<file path="src/rtl/banana_collector.sv">
// banana_collector
//   Per-level banana pickup tracker. Every rising edge of frame_clk (while
//   active is high) starts a scan that walks the five entries of the banana
//   position ROM, compares each banana against a snapshot of the player
//   position and latches a sticky collected bit for every banana in reach.
//   The collected map is published on banana_bits once the scan is complete.
//
// Ports
//   Clk            system clock
//   Reset_n        asynchronous active-low reset
//   frame_clk      frame tick (synchronous to Clk); its rising edge starts a scan
//   level_restart  synchronous clear of all collected bits, aborts any scan
//   active         gates scan start only (pause / death)
//   player_x/y     player centre position
//   rom_idx        banana index presented to the position ROM (0..4)
//   banana_x/y     ROM data, valid one cycle after rom_idx
//   banana_bits    published collected map, bit i = banana i collected
//   collect_pulse  one-cycle pulse per newly collected banana
//   all_collected  high while banana_bits == 5'b11111
//   scan_busy      high while a scan is in progress (FSM not IDLE)
module banana_collector #(
    parameter int HIT_W   = 16,
    parameter int HIT_H   = 16,
    parameter int COORD_W = 10
) (
    input  logic               Clk,
    input  logic               Reset_n,
    input  logic               frame_clk,
    input  logic               level_restart,
    input  logic               active,
    input  logic [COORD_W-1:0] player_x,
    input  logic [COORD_W-1:0] player_y,
    output logic [2:0]         rom_idx,
    input  logic [COORD_W-1:0] banana_x,
    input  logic [COORD_W-1:0] banana_y,
    output logic [4:0]         banana_bits,
    output logic               collect_pulse,
    output logic               all_collected,
    output logic               scan_busy
);

    localparam logic [1:0] ST_IDLE    = 2'd0;
    localparam logic [1:0] ST_FETCH   = 2'd1;
    localparam logic [1:0] ST_COMPARE = 2'd2;
    localparam logic [1:0] ST_DONE    = 2'd3;

    localparam logic [2:0]       LAST_IDX = 3'd4;
    localparam logic [COORD_W:0] HIT_W_L  = (COORD_W+1)'(HIT_W);
    localparam logic [COORD_W:0] HIT_H_L  = (COORD_W+1)'(HIT_H);

    logic [1:0]         state;
    logic               frame_clk_d;
    logic               frame_edge;
    logic [COORD_W-1:0] px_s;
    logic [COORD_W-1:0] py_s;
    logic [4:0]         collected;
    logic [4:0]         idx_mask;
    logic [COORD_W:0]   dx;
    logic [COORD_W:0]   dy;
    logic               hit;

    assign frame_edge = frame_clk & ~frame_clk_d;
    assign scan_busy  = (state != ST_IDLE);

    // rom_idx doubles as the scan index: it is stable through FETCH and
    // COMPARE, so the ROM data seen in COMPARE belongs to this banana.
    assign idx_mask = 5'b00001 << rom_idx;

    // NOTE: every signal driven here gets a default first so no latch is inferred.
    always_comb begin
        dx  = '0;
        dy  = '0;
        hit = 1'b0;
        // Subtract the smaller from the larger so the distance never wraps.
        if (px_s >= banana_x) dx = {1'b0, px_s} - {1'b0, banana_x};
        else                  dx = {1'b0, banana_x} - {1'b0, px_s};
        if (py_s >= banana_y) dy = {1'b0, py_s} - {1'b0, banana_y};
        else                  dy = {1'b0, banana_y} - {1'b0, py_s};
        // Strict compare: a distance equal to the half-window is a miss.
        hit = (dx < HIT_W_L) && (dy < HIT_H_L) && ((collected & idx_mask) == 5'b0);
    end

    // NOTE: sequential state uses non-blocking assignments so every register
    // samples the pre-edge values regardless of statement order.
    always_ff @(posedge Clk or negedge Reset_n) begin
        if (!Reset_n) begin
            state         <= ST_IDLE;
            frame_clk_d   <= 1'b0;
            px_s          <= '0;
            py_s          <= '0;
            rom_idx       <= '0;
            collected     <= '0;
            banana_bits   <= '0;
            all_collected <= 1'b0;
            collect_pulse <= 1'b0;
        end else begin
            frame_clk_d   <= frame_clk;
            collect_pulse <= 1'b0;
            if (level_restart) begin
                // Restart outranks everything, including a coincident frame edge.
                state         <= ST_IDLE;
                rom_idx       <= '0;
                collected     <= '0;
                banana_bits   <= '0;
                all_collected <= 1'b0;
            end else begin
                case (state)
                    ST_IDLE: begin
                        if (frame_edge && active) begin
                            px_s    <= player_x;
                            py_s    <= player_y;
                            rom_idx <= '0;
                            state   <= ST_FETCH;
                        end
                    end
                    ST_FETCH: begin
                        state <= ST_COMPARE;
                    end
                    ST_COMPARE: begin
                        if (hit) begin
                            collected     <= collected | idx_mask;
                            collect_pulse <= 1'b1;
                        end
                        if (rom_idx == LAST_IDX) begin
                            state <= ST_DONE;
                        end else begin
                            rom_idx <= rom_idx + 3'd1;
                            state   <= ST_FETCH;
                        end
                    end
                    ST_DONE: begin
                        banana_bits   <= collected;
                        all_collected <= (collected == 5'b11111);
                        state         <= ST_IDLE;
                    end
                    default: state <= ST_IDLE;
                endcase
            end
        end
    end

endmodule
</file>
<file path="config.mk">
export PLATFORM = sky130hd
export DESIGN_NAME = banana_collector
export DESIGN_NICKNAME = d
export VERILOG_FILES = /design/src/rtl/banana_collector.sv
export SDC_FILE = /design/constraint.sdc
export NUM_CORES = 1
export LEC_CHECK = 0
export ABC_AREA = 1
export ABC_CLOCK_PERIOD_IN_PS = 1700
export CORE_MARGIN = 1
export CORE_UTILIZATION = 30
export CTS_BUF_LIST = sky130_fd_sc_hd__clkbuf_16
export DETAILED_ROUTE_END_ITERATION = 12
export DONT_BUFFER_PORTS = 1
export PLACE_DENSITY = 0.5
export SYNTH_ARGS = -nofsm -noshare
export SYNTH_HDL_FRONTEND = slang
export SYNTH_SLANG_ARGS = --single-unit
</file>
<file path="constraint.sdc">
create_clock -name Clk -period 1.7 [get_ports Clk]
set_input_delay 0.17 -clock Clk [delete_from_list [all_inputs] [get_ports Clk]]
set_output_delay 0.17 -clock Clk [all_outputs]
set_load 0.03 [all_outputs]
</file>
## Yosys cells after proc, flatten, opt, wreduce, memory -nomap -nowiden

Cells that the tools add are included.

- $add $sub $neg: 5
- Multiply operators: 0
- Div/mod/pow operators: 0
- $lt $le $gt $ge: 4
- Equality and inequality tests: 7
- Shifts and indexed selects: 1
- Mux-type cells: 20
- Bitwise gates (word level): 5
- Reduce and logical (&&, ||, !) cells: 13

Operator list:

| kind | number |
|---|---|
| 10-bit by 10-bit subtractor with 11-bit output | 4 |
| 5-bit 2-to-1 mux | 5 |
| 11-bit by 5-bit < comparator with 1-bit output (second input constant) | 2 |
| 11-bit 2-to-1 mux | 2 |
| 10-bit greater-or-equal comparator | 2 |
| 3-bit 2-to-1 mux | 3 |
| 2-bit one-hot mux with 4 select lines | 1 |
| 2-bit nonzero test | 4 |
| 2-bit 2-to-1 mux | 3 |
| 3-bit inequality test (second input constant) | 2 |
| 3-bit one-hot mux with 2 select lines | 1 |
| 3-bit AND reduction | 2 |
| 5-bit AND | 1 |
| 5-bit == test (second input constant) | 1 |
| 5-bit logical NOT | 1 |
| 1-bit 2-to-1 mux | 5 |
| 5-bit bitwise OR | 1 |
| 1-bit by 3-bit << shifter with 5-bit output (first input constant) | 1 |
| 2-bit == test (second input constant) | 2 |
| 3-bit by 1-bit adder with 3-bit output (second input constant) | 1 |
| 3-bit == test (second input constant) | 1 |
| 1-bit logical AND | 3 |
| 3-bit nonzero test | 1 |
| 2-bit by 1-bit == test with 1-bit output (second input constant) | 1 |
| 4 further kinds | 5 |

- Register bits after elaboration: 38
- Bits in latches: 0
- RAM bits: 0
- Memory bits (read-only): 0
- Input port bits: 45
- Output and inout port bits: 11
- Word-level logic and storage cells: 64
- Memories kept: 0

## Depth between registers and ports, before layout

Gate-level depths: netlist of run 1.

- Word-level depth: 8
- Gate-level depth with buffers: 19
- Depth with buffers taken out: 19

## Least setup slack after synthesis of run 1

OpenSTA, ideal clock, no wires.

- Kind: reg2reg
- Start: register px_s[5]
- End: register collected[0]
- Setup time: 65 ps
- Data arrival time: 1785 ps
- Required time: 1635 ps
- Setup slack: -150 ps
- Cell stages (with the launch flop): 15
- Buffers on the path: 0
- Clock period less this slack: 1850 ps
- Cell sequence: dfrtp_1 > ha_1 > nand2_2 > inv_2 > a21oi_1 > nand2_1 > nand2_1 > nand2_2 > a31oi_1 > inv_1 > nand2_1 > nand2_1 > inv_2 > nand3_1 > nand2_1

- Longest elaborated chain between the ends: 7
- Elaborated cells between the ends (all ways): 9
- Those cells by class: add/sub: 2; order compare: 2; mux: 1; reduce/logical: 4

RTL lines:

| element | RTL line | source |
|---|---|---|
| start: declaration | 54 | `logic [COORD_W-1:0] px_s;` |
| start signal: assignment | 110 | `px_s <= player_x;` |
| 10-bit by 10-bit subtractor with 11-bit output (tied with other cells) | 76 | `else dx = {1'b0, banana_x} - {1'b0, px_s};` |
| 11-bit 2-to-1 mux * | 75 | `if (px_s >= banana_x) dx = {1'b0, px_s} - {1'b0, banana_x};` |
| 11-bit by 5-bit < comparator with 1-bit output * | 80 | `hit = (dx < HIT_W_L) && (dy < HIT_H_L) && ((collected & idx_mask) == 5'b0);` |
| 1-bit logical AND * (2 in a row) | 80 |  |
| 2-bit nonzero test (no line) * | n/a |  |
| 2-bit AND reduction (no line) * | n/a |  |
| end signal: assignment | 121 | `collected <= collected \| idx_mask;` |
| end: declaration | 56 | `logic [4:0] collected;` |

Mark *: on every way between the ends. The rest lies on a longest branch, timed or not.
A chain may end at the register's enable or synchronous reset.

## Worst setup path after layout of run 1

- Start: register px_s[2]
- End: register collected[1]

The elaborated chain is that of the path after synthesis.

==> flow_summary.ini, run 1 <==
[worst_setup_path]
r2r_slack_ps = -370
cp-end-kind = flip-flop
critical_path.slowest_cell = sky130_fd_sc_hd__dfrtp_1
cp_class = flip-flop to flip-flop
critical_path_peak_fanout = 5
path_buf_inv = 3
reg2reg_from = px_s[2]
timing.critical_path.slowest_cell_delay_ps = 410
startpoint_type = flip-flop
crit_path_cell_trace = ha_4, nand2_1, buf_4, nor2_2, nand3_1, nand3_2, o21ai_1, inv_1, nand3_1, nand2_1, nand2_1, inv_2, nand3_1, nand2_1
cpLargestDelayFamily = simple AND/OR/NAND/NOR gates
crit_path_frequent_cell = sky130_fd_sc_hd__nand2_1
path_depth = 14
ff2ff_path_depth = 14
worstPathRequired_ps = 1940
critPathArrivalTime_ps = 2300
r2r_end = collected[1]

[min_path]
min_to = collected[4]
hold_path.startpoint = level_restart
worst_hold_path.num_cells = 3
min_path_type = primary input to flip-flop

[detailed_routing]
via_count = 3830
vias_per_cell = 4.55
wl_final_mm = 10.7
drtAntennaViolNets = 0
drt-initial-drc-count = 218
detail_route.drc_violations = 0
wire_per_inst_um = 12.7
detailedRoute.firstPassIterationCount = 5

[run_status]
run_status = finished with violations
violations_in_the_final_reports = setup timing

[logic_synthesis]
syn-cell-area_mm2 = 0.00375
postSynth.topFlopCell = sky130_fd_sc_hd__dfrtp_1
synth_edf_count = 0
yosys.area.top_type = sky130_fd_sc_hd__dfrtp_1
yosysTopAreaCellShare_pct = 25.4
synth_top_cells_by_count = sky130_fd_sc_hd__nand2_1, sky130_fd_sc_hd__inv_1, sky130_fd_sc_hd__nor2_1
synth.ff_latch_count = 38
syn_nets = 701
syn-mean-instance-area_um2 = 6.13
yosysMostFrequentCell = sky130_fd_sc_hd__nand2_1
synthCells = 611
ys_async_sr_fraction_pct = 100
post_synth_main_area_contributors = sky130_fd_sc_hd__dfrtp_1, sky130_fd_sc_hd__nand2_1, sky130_fd_sc_hd__ha_1
yosys.cell_types.count = 25
ys_warn_count = 0
yosysSeqAreaShare_pct = 25.4

[power]
vdd_ir_drop_max_uv = 486
leakagePower_uw = 0.00274
power_density_relative_to_cell_area_mw_per_mm2 = 1080

[placed_design]
placed_cell_area_mm2 = 0.00448
dp_hpwl_mm = 8.39
buffer_ports.inserted = 0
gp_routability_congestion = 0.912
pre_cts_slack_ps = -357

[die]
total_core_area_mm2 = 0.0121
fp-row-count = 40
die_width_um = 114
initial_utilization_pct = 30.9
floorplan.die_area_mm2 = 0.0129
boundaryPins = 56
die_height_um = 114

[final_layout]
flow.area_growth_from_synthesis_pct = 34.3
layout.nets = 762
num_antenna_cells = 0
drive_gt1_share_pct = 24.1
stdcell_area_mm2 = 0.00503

[timing]
setup_viol_count_final = 6
final.min_clock_period_ps = 2070
max_slew.worst_pin.slew_ps = 409
fmax_mhz = 484
worst_hold_margin_ps = 29.5
grt_setup_unrepaired = yes
finalWorstSetupSlack_ps = -365
slew-limit-headroom_pct = 72.8
hold_violations = 0
final_min_period_over_clock_period_pct = 121
finalMaxSlewViolations = 0
fin_tns_setup_ps = -1960
finClkSkew_ps = 5.33

[grt]
grt.overflow.total = 0
globalRouteTotalUtil_pct = 17.6
grt_pass1_wl_mm = 18.1
grt_pass1_vias = 3968
grt_antenna_before_repair = 0
maximum_number_of_pins_on_one_net_before_global_route_repair = 39

[clock_network]
source_to_sink_clock_delay_at_the_later_pin_of_the_worst_skew_pair_ps = 300
clk_pin_slew_worst_setup_hold_paths_ps = 60
cts.htree.levels = 2
clkSinkCount = 38
tritoncts.num_buffers = 5
cts_root_buffer = sky130_fd_sc_hd__clkbuf_16
cts_tree = done
cts_buffer_depth = 2

[flow_run]
cap_viol_max_count = 0
## cells in the final DEF, fill, tap and decap left out, types with 4 or more instances in the layout
master / instances
sky130_fd_sc_hd__nand3_2: 8
sky130_fd_sc_hd__inv_1: 118
sky130_fd_sc_hd__o21ai_0: 9
sky130_fd_sc_hd__nand2_2: 20
sky130_fd_sc_hd__buf_4: 56
sky130_fd_sc_hd__nand2_4: 9
sky130_fd_sc_hd__a21oi_2: 7
sky130_fd_sc_hd__inv_2: 9
sky130_fd_sc_hd__nand3_1: 41
sky130_fd_sc_hd__nor2_2: 10
sky130_fd_sc_hd__a21oi_1: 39
sky130_fd_sc_hd__ha_1: 24
sky130_fd_sc_hd__nor2_4: 7
sky130_fd_sc_hd__nor2_1: 48
sky130_fd_sc_hd__nand4_1: 8
sky130_fd_sc_hd__clkbuf_16: 5
sky130_fd_sc_hd__ha_4: 17
sky130_fd_sc_hd__nand2_1: 169
sky130_fd_sc_hd__ha_2: 4
sky130_fd_sc_hd__dfrtp_1: 38
## per-layer routing
| layer | global-route usage [%] | vias up | share of wire [%] |
|---|---|---|---|
| met5 | 0 | - | 0 |
| met1 | 21.7 | 1737 | 45 |
| li1 | - | 2000 | - |
| met3 | 4.41 | 10 | 5.6 |
| met2 | 30.4 | 83 | 49 |
| met4 | 5.00 | 0 | 1.1 |
## registers in the layout, indices dropped and copies added (netlist names)
register and flops:
collected 5, px_s 10, frame_clk_d 1, py_s 10
collect_pulse 1, state 2, rom_idx 3, banana_bits 5
all_collected 1
## worst reg2reg max path, cell delays in order, from the launching register on
cell and delay, ps:
sky130_fd_sc_hd__dfrtp_1 410, sky130_fd_sc_hd__ha_4 300, sky130_fd_sc_hd__nand2_1 120, sky130_fd_sc_hd__buf_4 160, sky130_fd_sc_hd__nor2_2 120, sky130_fd_sc_hd__nand3_1 140, sky130_fd_sc_hd__nand3_2 110, sky130_fd_sc_hd__o21ai_1 80
sky130_fd_sc_hd__inv_1 70, sky130_fd_sc_hd__nand3_1 80, sky130_fd_sc_hd__nand2_1 60, sky130_fd_sc_hd__nand2_1 70, sky130_fd_sc_hd__inv_2 120, sky130_fd_sc_hd__nand3_1 90, sky130_fd_sc_hd__nand2_1 70
## report_power, final
group	switching [uW]	internal (uW)
clock	427	693
sequential	138	1040
combinational	1770	1360
total	2340	3090
## stage by stage
stage	utilization (%)	power, uW	std cells
2_1_floorplan	-	3020	611
3_3_place_gp	37.0	3860	826
3_5_place_dp	37.0	3880	826
4_1_cts	40.5	5330	839
5_1_grt	41.5	5920	841
6_report	41.5	5430	841
## worst max-delay path by stage
stage | from | endpoint | slack [ps]
after detailed placement | py_s[5] | collected[4] | -360
after CTS | px_s[4] | collected[2] | -230
final | px_s[2] | collected[1] | -370
after global placement | py_s[6] | collected[2] | -330
after global routing | px_s[2] | collected[3] | -510
after floorplan | py_s[5] | collected[0] | -70
## cells by family (layout without fill, tap and decap cells)
kind of cell             after synthesis  count (layout)  share of synthesized area (%)
flip-flops                            38              38                           25.4
AND/OR/NAND/NOR                      325             325                           36.3
buffers and inverters                136             198                           13.7
adder cells (fa/ha/maj)               45              45                           15.0
AO/OA/AOI/OAI                         67              67                           9.62
## area by class of cell
type	instances	area, um2
multi-input cells	437	2730
clock buffers	5	125
inverters	130	490
clock inverters	3	45.0
flip-flops and latches	38	951
fillers	1337	7080
repair buffers	60	478
well taps	168	210
## what timing repair did
action                                  in CTS  in global routing
hold buffers                                 4                  0
hold endpoints to repair                    40                  0
pin swaps                                   18                 14
gates resized for setup                     40                 32
endpoints found under the setup margin       6                  9
buffers inserted                             1                  2
No activity file was read; power rests on OpenSTA's default activity.
==> inputs of run 2 (changes only) <==
ABC_CLOCK_PERIOD_IN_PS = 2480   (was 1700)
CTS_CLUSTER_DIAMETER = 80   (was unset)
PLACE_DENSITY = 0.49   (was 0.5)
clock period = 2.48 ns   (was 1.7 ns; I/O delays follow)
==> run 2 against run 1 <==
  * The flow now finishes without violations
  * Sequential share of layout area grew 3.9 points
  * Non-clock buffer count shrank 53
  * Worst hold slack gained 82 ps
  * Die area is the same
  * Via count shrank 5.7%
  * Total power shrank 44%
  * Highest routed layer unchanged
  * Global-route usage shrank 1.2 points
==> flow_summary.ini, run 2 (synthesized netlist as in run 1, its figures left out) <==
[die]
floorplan.die_area_mm2 = 0.0129
total_core_area_mm2 = 0.0121
boundaryPins = 56
fp-row-count = 40
initial_utilization_pct = 30.9
die_height_um = 114
die_width_um = 114

[grt]
grt.overflow.total = 0
maximum_number_of_pins_on_one_net_before_global_route_repair = 39
grt_antenna_before_repair = 0
grt_pass1_wl_mm = 16.8
grt_pass1_vias = 3619
globalRouteTotalUtil_pct = 16.4

[timing]
setup_viol_count_final = 0
slew-limit-headroom_pct = 71.7
fmax_mhz = 461
finClkSkew_ps = 8.74
finalMaxSlewViolations = 0
grt_setup_unrepaired = no
final_min_period_over_clock_period_pct = 87.5
fin_tns_setup_ps = 0
final.min_clock_period_ps = 2170
hold_violations = 0
max_slew.worst_pin.slew_ps = 424

[flow_run]
cap_viol_max_count = 0

[worst_setup_path]
worst_setup_path_startpoint = py_s[5]
critPathArrivalTime_ps = 2400
startpoint_type = flip-flop
reg2reg_from = py_s[5]
ff2ff_path_depth = 13
r2r_slack_ps = 310
cp_class = flip-flop to flip-flop
r2r_end = collected[1]
critical_path_peak_fanout = 8
critPathCapture = collected[1]
cp-end-kind = flip-flop
worstPathRequired_ps = 2710

[detailed_routing]
wl_met2_mm = 4.49
routed-wl-met3_um = 647
wl_final_mm = 9.89
detail_route.drc_violations = 0
met1_length_mm = 4.56
top_signal_layer_used = met4
via_count = 3610
wire_per_inst_um = 12.6
drt-initial-drc-count = 160
drtAntennaViolNets = 0
vias_per_cell = 4.59
detailedRoute.firstPassIterationCount = 4

[final_layout]
num_antenna_cells = 0
flow.area_growth_from_synthesis_pct = 11.4
mostFrequentLayoutCells = sky130_fd_sc_hd__nand2_1, sky130_fd_sc_hd__inv_1, sky130_fd_sc_hd__nor2_1, sky130_fd_sc_hd__nand3_1, sky130_fd_sc_hd__a21oi_1
layout.nets = 709
fillCellCount = 1382
reg_top3 = px_s x10, py_s x10
drive_gt1_share_pct = 5.01
layoutNonFillerInstCount = 787
layout_commonest_cell = sky130_fd_sc_hd__nand2_1

[clock_network]
source_to_sink_clock_delay_at_the_later_pin_of_the_worst_skew_pair_ps = 290
cts_buffer_depth = 2
cts.htree.levels = 2
clkSinkCount = 38
clk_pin_slew_worst_setup_hold_paths_ps = 60
cts_root_buffer = sky130_fd_sc_hd__clkbuf_16
cts_tree = done
post-cts-setup-buffers = 0
tritoncts.num_buffers = 5

[run_status]
run_status = finished, final reports clean

[power]
vdd_ir_drop_max_uv = 343
power_density_relative_to_cell_area_mw_per_mm2 = 728
leakagePower_uw = 0.00243

[min_path]
min_path_type = primary input to flip-flop

[placed_design]
placed_cells_incl_taps = 776
dp_hpwl_mm = 8.14
gp_routability_congestion = 0.897
buffer_ports.inserted = 0
[run 2: cell types whose count changed in the layout (fill, tap and decap cells not counted), moves of 11 or more]
cell | previous run | this run
sky130_fd_sc_hd__ha_4 | 17 | 0
sky130_fd_sc_hd__ha_1 | 24 | 44
sky130_fd_sc_hd__nor2_1 | 48 | 59
sky130_fd_sc_hd__buf_4 | 56 | 3
sky130_fd_sc_hd__nand2_2 | 20 | 6
sky130_fd_sc_hd__nand2_1 | 169 | 192
[run 2: timing repair]
item | in CTS | in global routing
resized for setup | 0 | 1
endpoints found under the hold margin | 40 | 0
hold buffers | 4 | 0
endpoints found under the setup margin | 0 | 1
[run 2: through the flow]
| step | area, um2 | hold WS (ps) | worst slack, ps | util [%] | power, uW |
|---|---|---|---|---|---|
| 2_1_floorplan | 3750 | -47.6 | 630 | - | 1950 |
| 3_3_place_gp | 3960 | -45.8 | 334 | 32.7 | 2290 |
| 3_5_place_dp | 3960 | -45.9 | 329 | 32.7 | 2290 |
| 4_1_cts | 4170 | 102 | 306 | 34.4 | 3080 |
| 5_1_grt | 4170 | 105 | 18.4 | 34.5 | 3350 |
| 6_report | 4170 | 112 | 310 | 34.5 | 3040 |
[run 2: routing by layer]
metal	up-vias	GRT usage [%]
li1	1888	-
met5	-	0
met2	93	27.2
met3	15	4.62
met1	1614	20.5
met4	0	5.53
[run 2: worst min path at each step]
stage / from / end / slack [ps] / cells after the start
after floorplan: Reset_n / all_collected / -50 / 0
after detailed placement: Reset_n / rom_idx[1] / -50 / 0
after global placement: Reset_n / rom_idx[1] / -50 / 0
final: player_x[7] / px_s[7] / 110 / 2
after global routing: player_y[2] / py_s[2] / 100 / 2
after CTS: player_x[7] / px_s[7] / 100 / 2
[run 2: final cells by class]
cell class,instances,area [um2],share of cell area (%)
multi-input combinational,437,2290,54.8
clock inverter,2,33.8,0.809
inverter,130,488,11.7
tap,168,210,5.04
timing repair buffer,7,80.1,1.92
clock buffer,5,125,3.00
sequential,38,951,22.8
[run 2: worst max-delay path, stage by stage (launching register included)]
cell	delay, ps
sky130_fd_sc_hd__dfrtp_1	380
sky130_fd_sc_hd__ha_1	430
sky130_fd_sc_hd__nand2_1	140
sky130_fd_sc_hd__nor2_1	170
sky130_fd_sc_hd__o21ai_0	160
sky130_fd_sc_hd__nand3_1	150
sky130_fd_sc_hd__nand2_1	70
sky130_fd_sc_hd__clkinv_1	40
sky130_fd_sc_hd__nand2_1	40
sky130_fd_sc_hd__nor2_1	120
sky130_fd_sc_hd__a21oi_2	90
sky130_fd_sc_hd__nor2_4	150
sky130_fd_sc_hd__nand3_1	90
sky130_fd_sc_hd__nand2_1	60
[run 2: report_power, final]
part | internal (uW) | switching [uW]
combinational | 518 | 1000
clock | 466 | 274
sequential | 711 | 64.6
total | 1700 | 1340
